===== src/rtl/midi_pkg.sv =====
// Shared MIDI message types and helpers for the pedal controller slice.
package midi_pkg;

  typedef struct packed {
    logic [7:0] status;
    logic [7:0] data1;
    logic [7:0] data2;
    logic [1:0] len;
  } midi_msg_t;

  localparam logic [7:0] CC_MSG = 8'hB0;
  localparam logic [7:0] PC_MSG = 8'hC0;

  function automatic midi_msg_t default_cc(input logic [3:0] chan,
                                           input logic [6:0] cc,
                                           input logic [7:0] val);
    midi_msg_t m;
    m.status = CC_MSG | {4'h0, chan};
    m.data1  = {1'b0, cc};
    m.data2  = val;
    m.len    = 2'd3;
    return m;
  endfunction

endpackage


===== src/rtl/midi_pedal_ctrl_if.sv =====
// Valid/ready message request bus from the pedal controller to the MIDI-out serializer.
interface midi_pedal_ctrl_if;

  logic       tx_valid;
  logic       tx_ready;
  logic [7:0] tx_status;
  logic [7:0] tx_data1;
  logic [7:0] tx_data2;
  logic [1:0] tx_len;

  modport master (output tx_valid, tx_status, tx_data1, tx_data2, tx_len,
                  input  tx_ready);
  modport slave  (input  tx_valid, tx_status, tx_data1, tx_data2, tx_len,
                  output tx_ready);

endinterface


===== src/rtl/midi_prio_pick.sv =====
// Lowest-set-bit picker: one-hot of the winning request plus its binary index.
module midi_prio_pick #(
  parameter  int N  = 4,
  localparam int IW = (N > 1) ? $clog2(N) : 1
) (
  input  logic [N-1:0]  req,
  output logic [N-1:0]  onehot,
  output logic [IW-1:0] idx,
  output logic          any
);

  always_comb begin
    // NOTE: every output gets a default before the loop so no path infers a latch
    onehot = '0;
    idx    = '0;
    for (int i = N - 1; i >= 0; i--) begin
      if (req[i]) begin
        onehot    = '0;
        onehot[i] = 1'b1;
        idx       = IW'(i);
      end
    end
  end

  assign any = |req;

endmodule


===== src/rtl/midi_pedal_ctrl.sv =====
// N-button MIDI footswitch controller with MIDI-learn slots and a valid/ready transmit request.
// Optional build macro MIDI_TOGGLE_EN: CC messages alternate data2 between stored value and 0.
module midi_pedal_ctrl
  import midi_pkg::*;
#(
  parameter int NUM_BTNS      = 4,
  parameter int MIDI_CHANNEL  = 0,
  parameter int FIRST_CC      = 46,
  parameter int CC_VALUE      = 127,
  parameter int LEARN_TIMEOUT = 100_000_000
) (
  input  logic                clk,
  input  logic                rst,
  input  logic [NUM_BTNS-1:0] btn_rise,
  input  logic                clr_all,
  input  logic                rx_valid,
  input  logic [7:0]          rx_status,
  input  logic [7:0]          rx_data1,
  input  logic [7:0]          rx_data2,
  input  logic [1:0]          rx_len,
  midi_pedal_ctrl_if.master   tx,
  output logic                learn_armed,
  output logic [NUM_BTNS-1:0] slot_valid
);

  localparam int BW = (NUM_BTNS > 1) ? $clog2(NUM_BTNS) : 1;
  localparam int TW = (LEARN_TIMEOUT > 1) ? $clog2(LEARN_TIMEOUT) : 1;

  localparam logic [0:0] ST_IDLE  = 1'b0;
  localparam logic [0:0] ST_ARMED = 1'b1;

  logic [0:0]          state;
  logic [TW-1:0]       to_cnt;
  midi_msg_t           learn_buf;
  midi_msg_t           slots [NUM_BTNS];
  logic [NUM_BTNS-1:0] pending;
  logic                tx_valid_q;
  midi_msg_t           tx_msg;
  midi_msg_t           disp_msg;

  logic [NUM_BTNS-1:0] btn_oh,  pend_oh;
  logic [BW-1:0]       btn_idx, pend_idx;
  logic                btn_any, pend_any;

  midi_prio_pick #(.N(NUM_BTNS)) u_learn_pick (
    .req(btn_rise), .onehot(btn_oh), .idx(btn_idx), .any(btn_any)
  );

  midi_prio_pick #(.N(NUM_BTNS)) u_disp_pick (
    .req(pending), .onehot(pend_oh), .idx(pend_idx), .any(pend_any)
  );

  logic armed, rx_take, learn_store, timeout, dispatch, xfer;

  assign armed       = (state == ST_ARMED);
  assign rx_take     = rx_valid && (rx_len != 2'd0);
  assign learn_store = armed && btn_any;
  assign timeout     = armed && (to_cnt == TW'(LEARN_TIMEOUT - 1));
  assign dispatch    = !tx_valid_q && pend_any;
  assign xfer        = tx_valid_q && tx.tx_ready;

  // Learn buffer FSM: a fresh message always re-arms, even while already armed.
  always_ff @(posedge clk or negedge rst) begin
    if (!rst) begin
      state     <= ST_IDLE;
      to_cnt    <= '0;
      learn_buf <= '0;
    end else begin
      // NOTE: sequential state uses non-blocking so every block sees pre-edge values
      if (rx_take) begin
        state     <= ST_ARMED;
        to_cnt    <= '0;
        learn_buf <= '{status: rx_status, data1: rx_data1, data2: rx_data2, len: rx_len};
      end else if (learn_store || timeout) begin
        state <= ST_IDLE;
      end else if (armed) begin
        to_cnt <= to_cnt + TW'(1);
      end
    end
  end

  // NOTE: slot contents carry no reset; slot_valid alone says whether they mean anything
  always_ff @(posedge clk) begin
    if (learn_store) slots[btn_idx] <= learn_buf;
  end

  always_ff @(posedge clk or negedge rst) begin
    if (!rst)             slot_valid <= '0;
    else if (clr_all)     slot_valid <= '0;
    else if (learn_store) slot_valid <= slot_valid | btn_oh;
  end

`ifdef MIDI_TOGGLE_EN
  logic [NUM_BTNS-1:0] toggle;

  always_ff @(posedge clk or negedge rst) begin
    if (!rst)         toggle <= '0;
    else if (clr_all) toggle <= '0;
    else              toggle <= (toggle ^ (dispatch ? pend_oh : '0))
                                & ~(learn_store ? btn_oh : '0);
  end
`endif

  always_comb begin
    disp_msg = slot_valid[pend_idx]
             ? slots[pend_idx]
             : default_cc(4'(MIDI_CHANNEL), 7'(FIRST_CC + int'(pend_idx)), 8'(CC_VALUE));
`ifdef MIDI_TOGGLE_EN
    if ((disp_msg.status[7:4] == CC_MSG[7:4]) && toggle[pend_idx]) disp_msg.data2 = 8'h00;
`endif
  end

  // Presses only queue while idle; an armed press is consumed by the learn store.
  always_ff @(posedge clk or negedge rst) begin
    if (!rst) begin
      pending    <= '0;
      tx_valid_q <= 1'b0;
      tx_msg     <= '0;
    end else begin
      pending <= (pending & ~(dispatch ? pend_oh : '0)) | (armed ? '0 : btn_rise);
      if (dispatch) begin
        tx_valid_q <= 1'b1;
        tx_msg     <= disp_msg;
      end else if (xfer) begin
        tx_valid_q <= 1'b0;
      end
    end
  end

  assign tx.tx_valid  = tx_valid_q;
  assign tx.tx_status = tx_msg.status;
  assign tx.tx_data1  = tx_msg.data1;
  assign tx.tx_data2  = tx_msg.data2;
  assign tx.tx_len    = tx_msg.len;
  assign learn_armed  = state[0];

endmodule

===== src/flat_wrapper.sv =====
// flat-port wrapper written by rule: the top's interface ports become plain ports
module midi_pedal_ctrl_flat import midi_pkg::*;
#(
  parameter int NUM_BTNS      = 4,
  parameter int MIDI_CHANNEL  = 0,
  parameter int FIRST_CC      = 46,
  parameter int CC_VALUE      = 127,
  parameter int LEARN_TIMEOUT = 100_000_000
)
  (clk, rst, btn_rise, clr_all, rx_valid, rx_status, rx_data1, rx_data2, rx_len, learn_armed, slot_valid, tx_tx_valid, tx_tx_status, tx_tx_data1, tx_tx_data2, tx_tx_len, tx_tx_ready);
  midi_pedal_ctrl_if tx_i ();
  input  logic clk;
  input  logic rst;
  input  logic [NUM_BTNS-1:0] btn_rise;
  input  logic clr_all;
  input  logic rx_valid;
  input  logic [7:0] rx_status;
  input  logic [7:0] rx_data1;
  input  logic [7:0] rx_data2;
  input  logic [1:0] rx_len;
  output logic learn_armed;
  output logic [NUM_BTNS-1:0] slot_valid;
  output wire logic [$bits(tx_i.tx_valid)-1:0] tx_tx_valid;
  output wire logic [$bits(tx_i.tx_status)-1:0] tx_tx_status;
  output wire logic [$bits(tx_i.tx_data1)-1:0] tx_tx_data1;
  output wire logic [$bits(tx_i.tx_data2)-1:0] tx_tx_data2;
  output wire logic [$bits(tx_i.tx_len)-1:0] tx_tx_len;
  input wire logic [$bits(tx_i.tx_ready)-1:0] tx_tx_ready;
  assign tx_tx_valid = tx_i.tx_valid;
  assign tx_tx_status = tx_i.tx_status;
  assign tx_tx_data1 = tx_i.tx_data1;
  assign tx_tx_data2 = tx_i.tx_data2;
  assign tx_tx_len = tx_i.tx_len;
  assign tx_i.tx_ready = tx_tx_ready;
  midi_pedal_ctrl #(.NUM_BTNS(NUM_BTNS), .MIDI_CHANNEL(MIDI_CHANNEL), .FIRST_CC(FIRST_CC), .CC_VALUE(CC_VALUE), .LEARN_TIMEOUT(LEARN_TIMEOUT)) u_core (.clk(clk), .rst(rst), .btn_rise(btn_rise), .clr_all(clr_all), .rx_valid(rx_valid), .rx_status(rx_status), .rx_data1(rx_data1), .rx_data2(rx_data2), .rx_len(rx_len), .tx(tx_i), .learn_armed(learn_armed), .slot_valid(slot_valid));
endmodule

===== config.mk =====
export PLATFORM = sky130hd
export DESIGN_NAME = midi_pedal_ctrl_flat
export DESIGN_NICKNAME = d
export VERILOG_FILES = /design/src/rtl/midi_pkg.sv /design/src/rtl/midi_pedal_ctrl_if.sv /design/src/rtl/midi_prio_pick.sv /design/src/rtl/midi_pedal_ctrl.sv /design/src/flat_wrapper.sv
export SDC_FILE = /design/constraint.sdc
export NUM_CORES = 1
export LEC_CHECK = 0
export BUFFER_PORTS_ARGS = -buffer_cell sky130_fd_sc_hd__buf_2
export CORE_MARGIN = 5
export CORE_UTILIZATION = 40
export CTS_BUF_LIST = sky130_fd_sc_hd__clkbuf_8
export CTS_CLUSTER_DIAMETER = 30
export DETAILED_ROUTE_END_ITERATION = 10
export SYNTH_ARGS = -nofsm -noshare
export SYNTH_HDL_FRONTEND = slang
export SYNTH_SLANG_ARGS = --single-unit

===== constraint.sdc =====
create_clock -name clk -period 3.2 [get_ports clk]
set_input_delay 0.64 -clock clk [delete_from_list [all_inputs] [get_ports clk]]
set_output_delay 0.64 -clock clk [all_outputs]
set_load 0.005 [all_outputs]

==> results.md <==
Status:
- The flow ran to the end, and the final reports show no timing, DRC or antenna violations.

Timing:
- The number of pins with negative max-slew slack in the final report was 0.
- The final sum of negative setup slack is 0 ns.
- The final critical-path setup slack is 0.786 ns.
- The final count of hold timing violations is 0.
- Based on the critical path, the design can be clocked at up to 0.414 GHz.
- The total setup violations reported at the end of the flow is 0.
- Setup repair after global routing left no endpoint under its margin.
- The worst hold margin is 0.179 ns.
- For the pin with the worst max-slew slack, the measured transition is 0.750 ns.
- The worst slew slack as a fraction of its limit is 49.9%.
- Subtracting the final worst setup slack from the clock period gives 2.41 ns.
- Dividing the final minimum period by the clock period gives 75.4%.
- Clock skew on the completed layout was measured at 0.00794 ns.

Yosys:
- For this run, asynchronously set or reset flops after synthesis account for 46.1%.
- The post-synthesis mux area share is 7.24%.
- The synthesized netlist occupies a cell area of 0.00762 mm^2.
- The top flip-flop cell by instance count after synthesis is sky130_fd_sc_hd__edfxtp_1.
- The mean post-synth cell area is 14.2 um^2.
- The synthesized netlist contains 44 unique library cells.
- Synthesis handed over a netlist of 537 instances.
- Summing the areas of all and, or, nand and nor instances in the mapped netlist gives 12.6% of the synthesized area.
- Summing the sequential cell areas from Yosys gives 70.2% of the chip area.
- The arithmetic-cell share of the synthesized area counting full adders, half adders and majority gates is 0.164%.
- The xor/xnor cell area share of the yosys netlist is 2.18%.
- The number of flops mapped to enable cells by yosys is 104.
- Summing the areas of all compound-gate instances in the mapped netlist gives 6.12% of the synthesized area.
- The count of yosys warnings during synthesis is 0.
- The synthesized design contains 193 register bits.
- The combinational family with the most area after synthesis is simple AND/OR/NAND/NOR gates.
- Counting every net in the synthesized netlist gives 573.

Finish:
- Leaving out fill and tap cells, the most frequent cells in the layout are sky130_fd_sc_hd__edfxtp_1, sky130_fd_sc_hd__nand2_1, sky130_fd_sc_hd__dfrtp_1, sky130_fd_sc_hd__buf_2, sky130_fd_sc_hd__nor2_1.
- The fraction of layout cells with a size suffix above 1 is 23.0%.
- The antenna diode count is 0.
- The net count of the finished layout is 650.
- For this run, the share of the core covered by cells in the final layout is 46.6%.
- Relative to the synthesized area, the layout overhead comes to 14.8%.
- Leaving out fill and tap cells, the most frequent cell in the layout is sky130_fd_sc_hd__edfxtp_1.
- Fill cells in the final layout number 1644.

GRT:
- Global routing consumed, over all layers together, 15.0% of the routing resources.
- The total grt overflow is 0.
- The number of antenna violations at the first check in global routing is 0.
- The first global-routing pass estimated 25800 um of wire.
- The number of global-route vias before repair was 4801.
- Entering global routing, the biggest net connects 50 pins.

Floorplanning:
- The I/O pin count is 67.
- In this run the vertical extent of the chip is 148 um.
- The core region area is 0.0188 mm^2.
- The die covers 0.0219 mm^2.
- The width of the die is 148 um.
- In this run the core area contains 50 standard-cell rows.
- The initial utilization of the core area, before any placement, comes to 40.6%.

Routing:
- The highest routed metal layer is met4.
- The wire length per cell is 18.4 um.
- The total vias in the final route is 4579.
- The DRC violation total after the first TritonRoute iteration is 264.
- The residual antenna-violating net count after detailed routing is 0.
- The total detailed-routing wirelength is 15800 um.
- In the detailed route, the total length drawn on met3 is 753 um.
- The met1 routed wirelength after detailed routing is 7060 um.
- The first-pass iteration count of the detailed router is 5.
- After detailed routing, the number of remaining DRC violations is 0.
- Detailed routing placed a total of 7850 um of wire on met2.
- Using the TritonRoute via totals, the vias-per-cell ratio works out to 5.32.

Pwr:
- The reported leakage power is 3.43 nW.
- IR analysis of the VDD net gives a maximum drop of 0.000227 V.
- The ratio of total power to cell area is 685 mW/mm^2.

Clock network:
- The H-tree was split into 4 levels.
- TritonCTS built the clock tree.
- The number of setup buffers added after CTS is 0.
- For this design, the sink count on the clock tree is 193.
- Hold repair after CTS inserted 0 buffers.
- The insertion delay of the later-clocked pin in the worst-skew pair is 0.45 ns.
- The post-CTS clock slew at the launch and capture registers of the worst setup and hold paths is 0.09 ns.
- The cell at the root of the clock tree is sky130_fd_sc_hd__clkbuf_8.
- Once the clock tree was built, the resizer swapped 0 gates to a different size.
- The number of clock buffers added by TritonCTS is 17.
- The maximum buffer depth of the clock tree is 2.

Worst setup path:
- The endpoint identified for the worst register-to-register timing path is u_core.to_cnt[22]$_DFFE_PN0P_.
- STA puts the critical path data arrival time at 2.79 ns.
- The minimum setup slack among reg-to-reg paths is 0.81 ns.
- The worst setup path is launched from a primary input.
- STA classifies the critical path endpoint as a flop.
- The classification of the worst setup path is in2reg.
- The critical path data required time is 3.58 ns.
- The maximum fanout encountered on the critical timing path is 9.
- Counting cells, the worst reg-to-reg path comes to 5.
- The startpoint identified for the worst register-to-register timing path is u_core.learn_armed$_DFFE_PN0P_.

Placement:
- During placement, the flow inserted port buffers numbering 66.
- Detailed placement finished with a half-perimeter wire length of 9960 um.
- The worst slack at placement is 0.350 ns.
- The congestion estimate from routability-driven global placement came to 0.827.

Flow run:
- The tool flagged a number of max-cap violations equal to 0.

Worst hold path:
- The worst hold path belongs to the class in2async.
-- kinds of logic (layout without fill, tap and decap cells) --
logic type	count (synthesis)	count (layout)
adder cells (fa/ha/maj)	1	1
multiplexers	26	26
AND/OR/NAND/NOR	199	199
flip-flops	193	193
AO/OA/AOI/OAI	69	69
XOR/XNOR	19	19
buffers and inverters	30	120
-- cell usage after synthesis (all sizes together) (2+ instances only) --
cell type / count / area (um^2)
a21oi: 15 / 78.8
a22o: 9 / 78.8
and2: 2 / 12.5
and3: 8 / 50.1
and4: 3 / 26.3
buf: 5 / 23.8
clkbuf: 16 / 60.1
dfrtp: 89 / 2230
edfxtp: 104 / 3120
inv: 9 / 33.8
mux2: 3 / 33.8
mux4: 23 / 518
nand2: 95 / 357
nand2b: 6 / 37.5
nand3: 10 / 55.1
nand4: 14 / 87.6
nor2: 36 / 135
nor2b: 4 / 25.0
nor3: 5 / 25.0
nor4: 4 / 40.0
nor4b: 2 / 32.5
o211ai: 3 / 22.5
o21a: 2 / 15.0
o21ai: 18 / 90.1
o22a: 13 / 114
o22ai: 5 / 31.3
or3: 6 / 37.5
xor2: 18 / 158
-- state kept, by name, summed over array words and instances, names as in the netlist, 2 cells and up --
| name | cells |
|---|---|
| u_core.slots | 104 |
| u_core.tx.tx_status | 8 |
| u_core.pending | 4 |
| u_core.tx.tx_data1 | 8 |
| u_core.slot_valid | 4 |
| u_core.tx.tx_len | 2 |
| u_core.to_cnt | 27 |
| u_core.tx.tx_data2 | 8 |
| u_core.learn_buf | 26 |
-- report_power, final --
part,internal [mW],leakage (nW),switching [mW]
sequential,2.90,2.06,0.185
clock,0.871,0.220,0.820
combinational,0.595,1.16,0.628
-- layout make-up --
type	instances	area, um^2	area share (%)
clock inverters	14	188	2.15
clock buffers	18	248	2.83
well taps	234	293	3.35
repair buffers	79	455	5.21
inverters	9	33.8	0.386
multi-input cells	314	2180	24.9
flip-flops and latches	193	5350	61.1
-- layer usage --
metal | up-vias | GRT usage [%]
li1 | 2132 | -
met1 | 2325 | 19.6
met2 | 110 | 25.5
met3 | 12 | 3.53
met4 | 0 | 4.06
met5 | - | 0
-- metrics by stage --
step | instances | total power [mW] | cell area [um^2]
final | 861 | 6.00 | 8750
after floorplan | 537 | 3.88 | 7620
after global routing | 861 | 6.31 | 8750
after global placement | 829 | 4.35 | 8310
after CTS | 861 | 6.07 | 8750
after detailed placement | 829 | 4.39 | 8310
-- worst max path at each step --
stage,start,to,slack [ns],depth (start not counted)
floorplan,btn_rise[1],u_core.slots[2][0]$_DFFE_PP_,0.20,1
global placement,btn_rise[2],u_core.to_cnt[24]$_DFFE_PN0P_,0.42,6
detailed placement,btn_rise[2],u_core.to_cnt[22]$_DFFE_PN0P_,0.35,6
CTS,u_core.learn_armed$_DFFE_PN0P_,u_core.to_cnt[22]$_DFFE_PN0P_,0.84,5
global route,u_core.learn_armed$_DFFE_PN0P_,u_core.to_cnt[24]$_DFFE_PN0P_,0.69,5
finish,btn_rise[2],u_core.to_cnt[22]$_DFFE_PN0P_,0.79,6
-- critical path: stages --
cell,delay (ns)
sky130_fd_sc_hd__buf_2,0.11
sky130_fd_sc_hd__or4b_1,0.72
sky130_fd_sc_hd__nor4b_4,0.61
sky130_fd_sc_hd__nand3_2,0.18
sky130_fd_sc_hd__or3_1,0.39
sky130_fd_sc_hd__a21oi_1,0.14
Note: power is estimated with default switching activity, not from simulation.
